--- src/rtl/bf_ctrl_gen.sv ---
// Control generator for the radix-2 SDF FFT pipeline: frame sample counter, per-stage
// butterfly enables, frame-sync tracking and output valid/sof alignment.
module bf_ctrl_gen #(
    parameter int LOG2N     = 7,
    parameter int STAGE_LAT = 1,
    parameter int OUT_DLY   = 134
) (
    input  logic             clk,
    input  logic             rst,
    input  logic             in_valid,
    input  logic             in_sof,
    output logic [LOG2N-1:0] en_bf,
    output logic             en_valid,
    output logic [LOG2N-1:0] sample_idx,
    output logic             out_valid,
    output logic             out_sof,
    output logic             sof_err
);

    localparam int              FW       = $clog2(OUT_DLY + 1);
    localparam logic [FW-1:0]   FILL_MAX = FW'(OUT_DLY);
    localparam logic [LOG2N-1:0] SOF_IDX = LOG2N'(OUT_DLY % (2 ** LOG2N));

    // Stage k sees the sample that entered (k-1)*STAGE_LAT valid slots earlier;
    // its butterfly is active in the second half of its sub-block.
    function automatic logic [LOG2N-1:0] bf_enables(input logic [LOG2N-1:0] idx);
        logic [LOG2N-1:0] en;
        logic [LOG2N-1:0] rel;
        en = {LOG2N{1'b0}};
        for (int k = 1; k <= LOG2N; k++) begin
            rel       = idx - LOG2N'((k - 1) * STAGE_LAT);
            en[k - 1] = rel[LOG2N - k];
        end
        return en;
    endfunction

    logic [LOG2N-1:0] cnt_r;
    logic [FW-1:0]    fill_r;
    logic [LOG2N-1:0] en_bf_r;
    logic             en_valid_r;
    logic [LOG2N-1:0] sample_idx_r;
    logic             out_valid_r;
    logic             out_sof_r;
    logic             sof_err_r;

    logic             sof_hit_s;
    logic             resync_s;
    logic [LOG2N-1:0] idx_s;
    logic [FW-1:0]    s_s;
    logic             primed_s;
    logic [FW-1:0]    fill_nxt_s;

    // Current sample index, resync detection and saturating fill position
    always_comb begin
        sof_hit_s = in_valid & in_sof;
        resync_s  = sof_hit_s & (cnt_r != {LOG2N{1'b0}});
        if (sof_hit_s) begin
            idx_s = {LOG2N{1'b0}};
        end else begin
            idx_s = cnt_r;
        end
        if (resync_s) begin
            s_s = {FW{1'b0}};
        end else begin
            s_s = fill_r;
        end
        primed_s = (s_s >= FILL_MAX);
        if (primed_s) begin
            fill_nxt_s = FILL_MAX;
        end else begin
            fill_nxt_s = s_s + FW'(1);
        end
    end

    // Counter, fill and registered outputs; an aligned in_sof keeps fill so streaming is gapless
    always_ff @(posedge clk) begin
        if (rst) begin
            cnt_r        <= {LOG2N{1'b0}};
            fill_r       <= {FW{1'b0}};
            en_bf_r      <= {LOG2N{1'b0}};
            en_valid_r   <= 1'b0;
            sample_idx_r <= {LOG2N{1'b0}};
            out_valid_r  <= 1'b0;
            out_sof_r    <= 1'b0;
            sof_err_r    <= 1'b0;
        end else begin
            en_valid_r  <= in_valid;
            out_valid_r <= in_valid & primed_s;
            out_sof_r   <= in_valid & primed_s & (idx_s == SOF_IDX);
            sof_err_r   <= resync_s;
            if (in_valid) begin
                cnt_r        <= idx_s + LOG2N'(1);
                fill_r       <= fill_nxt_s;
                sample_idx_r <= idx_s;
                en_bf_r      <= bf_enables(idx_s);
            end else begin
                cnt_r        <= cnt_r;
                fill_r       <= fill_r;
                sample_idx_r <= sample_idx_r;
                en_bf_r      <= en_bf_r;
            end
        end
    end

    assign en_bf      = en_bf_r;
    assign en_valid   = en_valid_r;
    assign sample_idx = sample_idx_r;
    assign out_valid  = out_valid_r;
    assign out_sof    = out_sof_r;
    assign sof_err    = sof_err_r;

endmodule

--- config.mk ---
export PLATFORM = sky130hd
export DESIGN_NAME = bf_ctrl_gen
export DESIGN_NICKNAME = d
export VERILOG_FILES = /design/src/rtl/bf_ctrl_gen.sv
export SDC_FILE = /design/constraint.sdc
export NUM_CORES = 1
export LEC_CHECK = 0
export CAP_MARGIN = 20
export CORE_ASPECT_RATIO = 0.7
export CORE_UTILIZATION = 35
export CTS_BUF_LIST = sky130_fd_sc_hd__clkbuf_16
export DETAILED_ROUTE_END_ITERATION = 8
export HOLD_SLACK_MARGIN = 0.03
export MAX_ROUTING_LAYER = met4
export PLACE_DENSITY = 0.63
export SYNTH_ARGS = -nofsm -noshare
export SYNTH_HDL_FRONTEND = slang
export SYNTH_SLANG_ARGS = --single-unit
--- constraint.sdc ---
create_clock -name clk -period 2.3 [get_ports clk]
set_input_delay 0.46 -clock clk [delete_from_list [all_inputs] [get_ports clk]]
set_output_delay 0.46 -clock clk [all_outputs]
set_load 0.05 [all_outputs]
; Yosys cells after proc, flatten, opt, wreduce, memory -nomap -nowiden
; Index checks and enable logic that the tools add are counted.
[totals]
ram_bits = 0
romBits = 0
out_inout_bits = 18
reg_bits = 33
memories = 0
inputBits = 4
latch_bits = 0
[classes]
n_eq_ne = 1
n_div = 0
shift = 0
multipliers = 0
n_bitwise = 4
add_sub_neg = 8
muxes = 3
magnitude_cmp = 1
reduce_logical = 1
[ops]
columns = operator, n
row1 = 2-to-1 mux 8 bit, 2
row2 = adder 8 x 1 -> 8 bit (second input constant), 1
row3 = >= comparator 8 bit (second input constant), 1
row4 = adder 7 x 1 -> 7 bit (second input constant), 1
row5 = equality test 7 x 3 -> 1 bit (second input constant), 1
row6 = 2-to-1 mux 7 bit, 1
row7 = nonzero test 7 bit, 1
row8 = subtractor 6 x 1 -> 6 bit (second input constant), 1
row9 = subtractor 5 x 2 -> 5 bit (second input constant), 1
row10 = bitwise AND 1 bit, 4
row11 = subtractor 4 x 2 -> 4 bit (second input constant), 1
row12 = subtractor 3 bit (second input constant), 1
row13 = subtractor 2 x 1 -> 2 bit (second input constant), 1
row14 = subtractor 1 bit (second input constant), 1

; Depth between registers and ports, before layout
[depth]
ltp_word = 6
depth_mapped = 11
mapped_depth_nobuf = 9

; Worst setup path before layout
; OpenSTA, ideal clock, no wires.
[synth_path]
path_kind = register -> register
start = register cnt_r[4]
end = register fill_r[2]
path_buffers = 3
setup_ns = 0.119
path_slack_ns = 0.017
required_ns = 2.181
arrival_ns = 2.164
period_less_slack_ns = 2.283
path_stages_with_launch = 12
path_cell_list = dfxtp_1 > clkbuf_1 > nor4_1 > a21o_1 > buf_6 > nand2_1 > ha_1 > o21a_1 > o21ai_2 > buf_6 > nand2_1 > o221a_1
[synth_between]
elab_chain_len = 5
word_cells_on_any_way = 6
[synth_rtl]
columns = element, line
row1 = from (decl), 37  ; logic [LOG2N-1:0] cnt_r;
row2 = from (signal assigned), 78  ; cnt_r <= {LOG2N{1'b0}};
row3 = from (signal assigned), 92  ; cnt_r <= idx_s + LOG2N'(1);
row4 = from (signal assigned), 97  ; cnt_r <= cnt_r;
row5 = nonzero test 7 bit (*), 56  ; resync_s = sof_hit_s & (cnt_r != {LOG2N{1'b0}});
row6 = bitwise AND 1 bit (*), 56
row7 = 2-to-1 mux 8 bit (*), 62  ; if (resync_s) begin
row8 = adder 8 x 1 -> 8 bit / >= comparator 8 bit (equally long branches), "71, 67"
row9 = 2-to-1 mux 8 bit (*), 68  ; if (primed_s) begin
row10 = to (signal assigned), 79  ; fill_r <= {FW{1'b0}};
row11 = to (signal assigned), 93  ; fill_r <= fill_nxt_s;
row12 = to (signal assigned), 98  ; fill_r <= fill_r;
row13 = to (decl), 38  ; logic [FW-1:0] fill_r;
; Mark *: on every way between the ends. The rest lies on a longest branch, timed or not.
; A chain may end at the register's enable or synchronous reset.

; Worst setup path after layout
[layout_path]
start = input port in_sof
end = register fill_r[0]
[layout_between]
elab_chain_len = 5
word_cells_on_any_way = 6
[layout_rtl]
columns = element, line
row1 = from (decl), 11  ; input logic in_sof,
row2 = bitwise AND 1 bit (*), 55  ; sof_hit_s = in_valid & in_sof;
row3 = bitwise AND 1 bit (*), 56
row4 = 2-to-1 mux 8 bit (*), 62
row5 = adder 8 x 1 -> 8 bit / >= comparator 8 bit (equally long branches), "71, 67"
row6 = 2-to-1 mux 8 bit (*), 68
; Marked as above.

==> results list <==
* Placed instance area: 1850 sq um
* TritonCTS Buffers: 5
- Counting flops with a built-in enable in the synthesized netlist gives 0.
- Summed over all nets, the half-perimeter wirelength after detailed placement is 2.34 mm.
* Final-layout fill cell count: 393
- Dividing the synthesized area by the synthesized cell count gives 8.62 sq um.
- Clock transition at the register clock pins on the worst setup and hold paths after CTS: 0.05 ns
* Final Util: 49.2%
- The area growth from synthesis to layout is 30.3%.
- CTS tree: yes
- For this design the static power due to leakage is 0.772 nW.
- Synthesis produced a netlist with a net count of 186.
- Count of port buffers added during placement: 21
- IO Pins: 22
- 0 antenna diodes ended up in the layout.
- The net count of the finished layout is 218.
- In this run the register-to-register setup slack is 0.21 ns.
- The final count of hold timing violations was 0.
- Period Utilization, post-route: 92.5%
- In the synthesized netlist, the number of instances is 178.
* Total power draw: 1.35 mW
- The worst hold path belongs to the class register to register.
* Iteration-0 DRC count of the detailed router: 85
* Cells taking the most area after synthesis: sky130_fd_sc_hd__dfxtp_1 40%, sky130_fd_sc_hd__nor2_1 4.6%, sky130_fd_sc_hd__nand2b_1 4.1%, sky130_fd_sc_hd__a211oi_1 3.9%, sky130_fd_sc_hd__a21oi_1 3.6%
- The worst setup path is captured at a register.
* Max-cap violation count: 0
* Crit-path max cell delay: 0.48 ns
* Post-CTS Setup Bufs: 0
- Final critical path time including I/O delays and setup: 2.13 ns
- Across the VDD grid, the largest voltage drop is 0.000389 V.
- Hold timing on the final database bottoms out at a slack of 0.466 ns.
* Total non-filler cell area in the finished layout: 2000 sq um
* Worst setup path class: primary input to register
- The floorplan step set the die height to 57.4 um.
- Final weighted congestion in routability-driven placement: 0.840
- Clk Tree Root Cell: sky130_fd_sc_hd__clkbuf_16
* Routed wire length: 3.41 mm
* Data required, critical path: 2.48 ns
* Die Span X: 81.2 um
* Critical Path AT: 2.30 ns
* Setup repair after global routing missed its margin: false
- Leftover overflow at the end of global routing: 0
- The critical path contains buffers and inverters numbering 2 combined.
- Of the post-synthesis cell area, the dominant cell type holds 40.4%.
- Layout cells sized above 1: 14.2%
* Slew at the pin closest to its max-slew limit: 0.504 ns
- Post-Route Skew: 0.00474 ns
* Largest net degree at the start of global routing: 43
* Most common cell in the synthesized netlist: sky130_fd_sc_hd__dfxtp_1
- The number of global-route vias before repair is 1162.
- The detailed router placed 1349 vias in this run.
- For this run, the top clock speed supported by timing is 0.470 GHz.
- Dividing the detail-routed wire length by the instance count gives 12.9 um.
* Asr flop ratio synth: 0%
- The first global-routing pass estimated 5.69 mm of wire.
- Critical path launch point type: primary input
- In the synthesized netlist the dominant register cell turns out to be sky130_fd_sc_hd__dfxtp_1.
- Area of the core: 4070 sq um
* Power density over the cells: 673 nW/um^2
- In this run the deepest clock path goes through 2 buffers.
- Once placement completed, the tool counted placed cells totaling 255.
- Once detail routing completed, the nets flagged for antenna violations numbered 0.
* Remaining DRCs: 0
- The kind of cell with the highest combined delay along the critical path is compound AO/OA/AOI/OAI gates.
- During synthesis, Yosys emitted a total of 0 warnings.
- The initial antenna violation count was 0.
- Number of register bits inferred by synthesis: 31
* Most frequent cells after synthesis: 31 x sky130_fd_sc_hd__dfxtp_1, 19 x sky130_fd_sc_hd__nor2_1, 11 x sky130_fd_sc_hd__a21oi_1, 10 x sky130_fd_sc_hd__nand2b_1, 9 x sky130_fd_sc_hd__nand2_1
* Post-Syn Area: 1540 sq um
- Global-route usage over all layers: 17.0%
- In this run the core area contains 19 standard-cell rows.
* Clock sink count: 31
- Area leader, netlist: sky130_fd_sc_hd__dfxtp_1
* Full die area: 4660 sq um
- The run finished with clean final reports.
- Headroom to the max-slew limit: 66.3%
- Number of cells in the finished layout apart from fillers: 263
- Summing the sequential cell areas from Yosys gives 40.4% of the chip area.
* Setup violation total in the final timing report: 0
- TritonRoute pass-1 iters: 4
- Counting distinct cell types in the post-synthesis netlist gives 41.
- The slowest stage of the critical path belongs to the cell sky130_fd_sc_hd__clkdlybuf4s50_1.
* Number of pins exceeding their max-slew limit in the final report: 0
* Insertion delay of the later-clocked pin in the worst-skew pair: 0.27 ns
- In this run the number of H-tree levels came out at 2.
- DR vias/cell: 5.13
* Largest fanout on the critical path: 6
* Initial core utilization: 37.8%
- Traced cell by cell, the critical path runs through clkdlybuf4s50_1 > nand2_1 > a21o_1 > and2_1 > ha_1 > o21a_1 > o21ai_2 > buf_4 > nand2b_1 > a311oi_1.
[flip-flops by register name, indices dropped and copies added, names as in the netlist]
| signal | cells |
|---|---|
| en_bf | 6 |
| fill_r | 8 |
| out_valid | 1 |
| sof_err | 1 |
| sample_idx | 6 |
| en_valid | 1 |
| out_sof | 1 |
| cnt_r | 7 |
[final cells by class]
cell class              instances  area (sq um)  share of cell area [%]
repair buffers                 41           360                    18.0
multi-input cells             126           796                    39.8
flip-flops and latches         31           621                    31.0
inverters                       5          18.8                   0.938
well taps                      52          65.1                    3.25
clock inverters                 3          15.0                   0.750
clock buffers                   5           125                    6.25
[logic make-up (layout without fill, tap and decap cells)]
kind of cell / count (synthesis) / in the layout / share of synthesized area [%]
buffers and inverters: 21 / 54 / 8.15
xor gates and xnor gates: 4 / 4 / 2.28
and+or+nand+nor: 77 / 77 / 26.8
muxes: 5 / 5 / 3.34
adders and majority gates: 4 / 4 / 3.26
DFF: 31 / 31 / 40.4
AOI/OAI and AO/OA: 36 / 36 / 15.7
[placed cells by master, fill, tap and decap left out, types with 7 or more instances in the layout]
cell                              count
sky130_fd_sc_hd__dfxtp_1             31
sky130_fd_sc_hd__clkdlybuf4s50_1     21
sky130_fd_sc_hd__buf_4               20
sky130_fd_sc_hd__nor2_1              19
sky130_fd_sc_hd__a21oi_1             11
sky130_fd_sc_hd__nand2b_1            10
sky130_fd_sc_hd__nand2_1              9
sky130_fd_sc_hd__a211oi_1             8
sky130_fd_sc_hd__nor3_1               7
sky130_fd_sc_hd__nand4_1              7
[metrics by stage]
stage / setup TNS [ns] / setup slack, ns
5_1_grt: 0 / 0.00299
4_1_cts: 0 / 0.145
3_5_place_dp: -0.358 / -0.0967
3_3_place_gp: -0.106 / -0.0459
6_report: 0 / 0.173
2_1_floorplan: 0 / 0.0169
[final timing paths]
kind                                            startpoint                    endpoint  depth (start not counted)
worst max register to register       cnt_r[3]$_SDFFE_PP0P_      fill_r[6]$_SDFFE_PP0P_                          9
worst min register to register  sample_idx[5]$_SDFFE_PP0P_  sample_idx[5]$_SDFFE_PP0P_                          2
worst min-delay path            sample_idx[5]$_SDFFE_PP0P_  sample_idx[5]$_SDFFE_PP0P_                          2
worst max-delay path                                in_sof      fill_r[0]$_SDFFE_PP0P_                         10
[where the power goes]
group	internal (mW)	switching [mW]	leakage, nW	total (mW)
Sequential	0.553	0.0103	0.253	0.564
Combinational	0.0633	0.0977	0.454	0.161
Clock	0.392	0.229	0.0649	0.621
Total	1.01	0.337	0.772	1.35
[routing by layer]
metal	track usage, %	vias to the layer above	part of all wire (%)
met3	4.80	4	5.9
met4	6.89	0	1.2
met1	26.6	606	57
li1	-	694	-
met5	-	-	0
met2	19.0	45	36
[timing repair]
| action | in CTS | in global routing |
|---|---|---|
| gates resized for setup | 0 | 1 |
| hold buffers | 0 | 0 |
| setup endpoints to repair | 0 | 1 |
[worst register-to-register path: cells and delay by family (launching register included)]
kind                     cells  cell delay (ns)
AO/OA/AOI/OAI                3             0.44
adder cells (fa/ha/maj)      1             0.16
buffers and inverters        1             0.11
AND/OR/NAND/NOR              4             0.98
flip-flops                   1             0.33
Note: power is estimated with default switching activity, not from simulation.
==> RTL change 1, RTL diff (config.mk and constraints unchanged) <==
`LOG2N`: 7 -> 5.
--- a/src/rtl/bf_ctrl_gen.sv
+++ b/src/rtl/bf_ctrl_gen.sv
@@ -3,3 +3,3 @@
 module bf_ctrl_gen #(
-    parameter int LOG2N     = 7,
+    parameter int LOG2N     = 5,
     parameter int STAGE_LAT = 1,
Ports: changed (resized en_bf and sample_idx); port bits go from 22 to 18. The function was not compared with the original's and may differ.
==> RTL change 1 against the original RTL <==
- core utilization grew 0.57 points
- hold slack gained 0.00053 ns
- setup slack lost 0.024 ns
- area after synthesis shrank 19%
- non-clock buffer count shrank 10
- critical path depth is the same
- cell area shrank 19%
- global-route usage shrank 0.11 points
- sequential cell count shrank 7
- routed wire length shrank 13%
- total power shrank 20%
==> RTL change 1: results (changes against the original RTL) <==
[pwr]
switching_share_pct=23.1  ; was 25.0%
leakagePower_uw=0.000661  ; was 0.000772 uW

[layout]
drive_gt1_share_pct=12.9  ; was 14.2%
final_util_pct=49.8  ; was 49.2%
nets=182  ; was 218

[placed_design]
postPlaceCellArea_um2=1490  ; was 1850 um2
pre_cts_ws_ns=-0.208  ; was -0.0967 ns
dp.cells=212  ; was 255
dpl.hpwl_um=2010  ; was 2340 um
place.gp.congestion=0.830  ; was 0.840

[critical_path]
slowest_stage=dfxtp_1  ; was clkdlybuf4s50_1
reg2reg_depth=10  ; was 9
critPathArrivalTime_ns=2.32  ; was 2.30 ns
cp_slowest_stage_delay_ns=0.37  ; was 0.48 ns

[synth]
postSynthCellCount=146  ; was 178
yosysSeqAreaShare_pct=38.7  ; was 40.4%
synth_nets=157  ; was 186

[global_routing]
grt_max_degree=39  ; was 43
grt_use_total_pct=16.8  ; was 17.0%
grt_first_pass_wirelength_um=4720  ; was 5690 um

[cts]
cts_buffers=3  ; was 5
htreeDepth=1  ; was 2

[outcome]
outcome=complete, no violations  ; unchanged

[detailed_routing]
drtIter0Drc=68  ; was 85
viasPerCell=5.11  ; was 5.13

[timing]
clock_skew_ns=0.00181  ; was 0.00474 ns

==> RTL change 1: worst register-to-register path, cell delays in order (launching register included) <==
cell	delay, ns
dfxtp_1	0.37
nor3_1	0.23
a21o_2	0.17
buf_4	0.11
nand2_1	0.08
ha_1	0.19
o21a_1	0.19
o21ai_2	0.24
buf_4	0.17
nand2b_1	0.06
a311oi_2	0.25
==> RTL change 1: area by class of cell <==
cell class | count | area share, %
inverters | 6 | 1.39
repair buffers | 31 | 17.5
clock buffers | 3 | 4.63
multi-input cells | 105 | 41.3
clock inverters | 1 | 1.85
flip-flops and latches | 24 | 29.7
well taps | 47 | 3.63
==> RTL change 1: repair_timing <==
item,CTS,global route
setup endpoints to repair,0,5
gates resized for setup,0,5
hold endpoints to repair,0,0
==> RTL change 1: metal layers <==
layer | vias up | GRT usage [%]
li1 | 563 | -
met1 | 515 | 20.8
met2 | 27 | 27.2
met3 | 4 | 3.68
met4 | 0 | 6.21
met5 | - | -
==> RTL change 1: final timing paths <==
path	startpoint	slack, ns	end
setup / recovery	cnt_r[0]	0.15	fill_r[0]
setup reg to reg	cnt_r[0]	0.15	fill_r[0]
hold reg to reg	sample_idx[1]	0.47	sample_idx[1]
hold / removal	sample_idx[1]	0.47	sample_idx[1]
==> RTL change 1: power by group through the flow <==
stage               Combinational [uW]  Clock [uW]  Sequential (uW)
finish                             138         500              438
global route                       148         527              440
CTS                                136         508              438
detailed placement                 134           0              447
global placement                   129           0              447
floorplan                         70.1           0              466
==> RTL change 1: logic make-up after synthesis <==
logic type                 count (synthesis)  share of synthesized area, %
DFF                                       24                          38.7
xor gates and xnor gates                   1                         0.706
and+or+nand+nor                           69                          29.7
buffers and inverters                     17                          7.77
adders and majority gates                  7                          7.06
muxes                                      1                         0.807
AOI/OAI and AO/OA                         27                          15.2
==> RTL change 2, RTL diff (same flow settings) <==
Made on the original files. Register the input `in_valid` before use, without a reset. The logic sees it one clock later. The other inputs are not delayed to match.
--- a/src/rtl/bf_ctrl_gen.sv
+++ b/src/rtl/bf_ctrl_gen.sv
@@ -22,2 +22,8 @@
     localparam logic [LOG2N-1:0] SOF_IDX = LOG2N'(OUT_DLY % (2 ** LOG2N));
+
+    logic in_valid_q;
+
+    always_ff @(posedge clk) begin
+        in_valid_q <= in_valid;
+    end
 
@@ -54,3 +60,3 @@
     always_comb begin
-        sof_hit_s = in_valid & in_sof;
+        sof_hit_s = in_valid_q & in_sof;
         resync_s  = sof_hit_s & (cnt_r != {LOG2N{1'b0}});
@@ -86,7 +92,7 @@
         end else begin
-            en_valid_r  <= in_valid;
-            out_valid_r <= in_valid & primed_s;
-            out_sof_r   <= in_valid & primed_s & (idx_s == SOF_IDX);
+            en_valid_r  <= in_valid_q;
+            out_valid_r <= in_valid_q & primed_s;
+            out_sof_r   <= in_valid_q & primed_s & (idx_s == SOF_IDX);
             sof_err_r   <= resync_s;
-            if (in_valid) begin
+            if (in_valid_q) begin
                 cnt_r        <= idx_s + LOG2N'(1);
Behaviour: not the same (a bounded check fails within 4 cycles, from zero or initial values and one cycle with rst high).
==> RTL change 2 against the original RTL <==
- non-clock buffer count is the same
- first-iteration DRC count shrank 39%
- global-route usage grew 0.089 points
- hold slack gained 0.0018 ns
- sequential cell count grew 1
- total power grew 1.8%
- critical path depth grew 1
- area after synthesis grew 1.3%
- clock power is essentially flat
- cell area grew 1.9%
- final cell count grew 0.38%
- routed wire length grew 1.5%
- setup slack lost 0.0065 ns
- critical endpoint is now fill_r[2]
==> RTL change 2: results (changes against the original RTL) <==
[synth]
synth_common_cells=dfxtp_1, nor2_1, a21oi_1  ; unchanged
synth_compound_area_share_pct=15.5  ; was 15.7%
synth_nets=187  ; was 186
yosys-mux-area-fraction_pct=3.30  ; was 3.34%
netlist-cell-type-count=41  ; unchanged
synth_warnings=0  ; unchanged
synth_adder_area_share_pct=3.22  ; was 3.26%
ys_async_sr_fraction_pct=0  ; unchanged
synth.area.top_cells=dfxtp_1, nor2_1, nand2b_1, a211oi_1, a21oi_1  ; unchanged
yosysSeqAreaShare_pct=41.2  ; was 40.4%
synth-xor-area-share_pct=2.25  ; was 2.28%
synth-edff-count=0  ; unchanged

[outcome]
outcome=complete, no violations  ; unchanged

[cts]
clk_pin_slew_ns=0.05  ; about the same
cts_buffers=5  ; unchanged
clkLatencyLatePin_ns=0.28
cts-root-buf=clkbuf_16  ; unchanged
clock_path_buffers=2  ; unchanged
post_cts_buffers=0  ; unchanged
cts_resized=0  ; unchanged
htreeDepth=2  ; unchanged

[placed_design]
pre_cts_ws_ns=-0.127  ; was -0.0967 ns
portBuffers=21  ; unchanged
postPlaceCellArea_um2=1870  ; was 1850 um2
dpl.hpwl_um=2400  ; was 2340 um
place.gp.congestion=0.849  ; was 0.840

[critical_path]
critPathMaxFanout=6  ; unchanged
cpLargestDelayFamily=compound AO/OA/AOI/OAI gates  ; unchanged
cp_slowest_stage_delay_ns=0.31  ; was 0.48 ns
slowest_stage=dfxtp_1  ; was clkdlybuf4s50_1

[layout]
drive_gt1_share_pct=16.0  ; was 14.2%
largest_reg_flops=8  ; unchanged
reg_top3=fill_r: 8 flops, cnt_r: 7 flops  ; unchanged
nets=219  ; was 218
antennaDiodeCount=0  ; unchanged

[timing]
clock_skew_ns=0.00141  ; was 0.00474 ns
slew_headroom_pct=66.6  ; was 66.3%
setup_tns_ns=0  ; unchanged

[global_routing]
grt_use_total_pct=17.0  ; about the same
antenna_found_initial=0  ; unchanged
grt_pass1_vias=1172  ; was 1162
grt_max_degree=43  ; unchanged
grt_first_pass_wirelength_um=5780  ; was 5690 um
grt_overflow=0  ; unchanged

[detailed_routing]
top_layer=met4  ; unchanged
drtPass1Iterations=4  ; unchanged
drtIter0Drc=52  ; was 85
met3WireLength_um=195  ; was 200 um
wl_per_cell_um=13.1  ; was 12.9 um
wl_met2_um=1230  ; was 1210 um
viasPerCell=5.10  ; was 5.13
met1_length_um=1970  ; was 1950 um

[pwr]
leakagePower_uw=0.000790  ; was 0.000772 uW
ir_drop_uv=391  ; was 389 uV

[worst_hold_path]
hold_path_class=reg2reg  ; unchanged

-- RTL change 2: layout make-up --
class                           count  area (um2)
Sequential cell                    32         641
Tap cell                           52        65.1
Clock buffer                        5         125
Clock inverter                      3        13.8
Fill cell                         407        2050
Inverter                            5        18.8
Timing Repair Buffer               41         364
Multi-Input combinational cell    126         812
-- RTL change 2: metal layers --
layer,track usage [%],vias up
li1,-,695
met1,26.7,608
met2,19.0,36
met3,4.72,7
met4,7.52,0
met5,-,-
-- RTL change 2: logic make-up after synthesis --
family          after synthesis
simple gates                 77
compound gates               36
buf+inv                      21
mux                           5
xor+xnor                      4
fa+ha+maj                     4
flops                        32
-- RTL change 2: path summary, 6_finish.rpt --
kind	to	startpoint	cells after the start	slack [ns]
max	fill_r[2]	cnt_r[3]	11	0.17
min	sample_idx[4]	sample_idx[4]	2	0.47
max reg2reg	fill_r[2]	cnt_r[3]	11	0.17
min reg2reg	sample_idx[4]	sample_idx[4]	2	0.47
-- RTL change 2: tightest hold or removal path, stage by stage (launching register included) --
cell	delay, ns
dfxtp_1	0.30
nand2b_1	0.06
a21oi_1	0.05
-- RTL change 2: power by group --
part           internal [uW]  total [uW]  switching, uW  leakage, uW
logic                   67.2         166           99.3     0.000458
clock network            392         620            228    0.0000710
registers                572         584           11.6     0.000261
-- RTL change 2: stage by stage --
step	power, uW	std cells
4_1_cts	1390	264
3_3_place_gp	759	256
3_5_place_dp	759	256
5_1_grt	1430	264
2_1_floorplan	706	179
6_report	1370	264
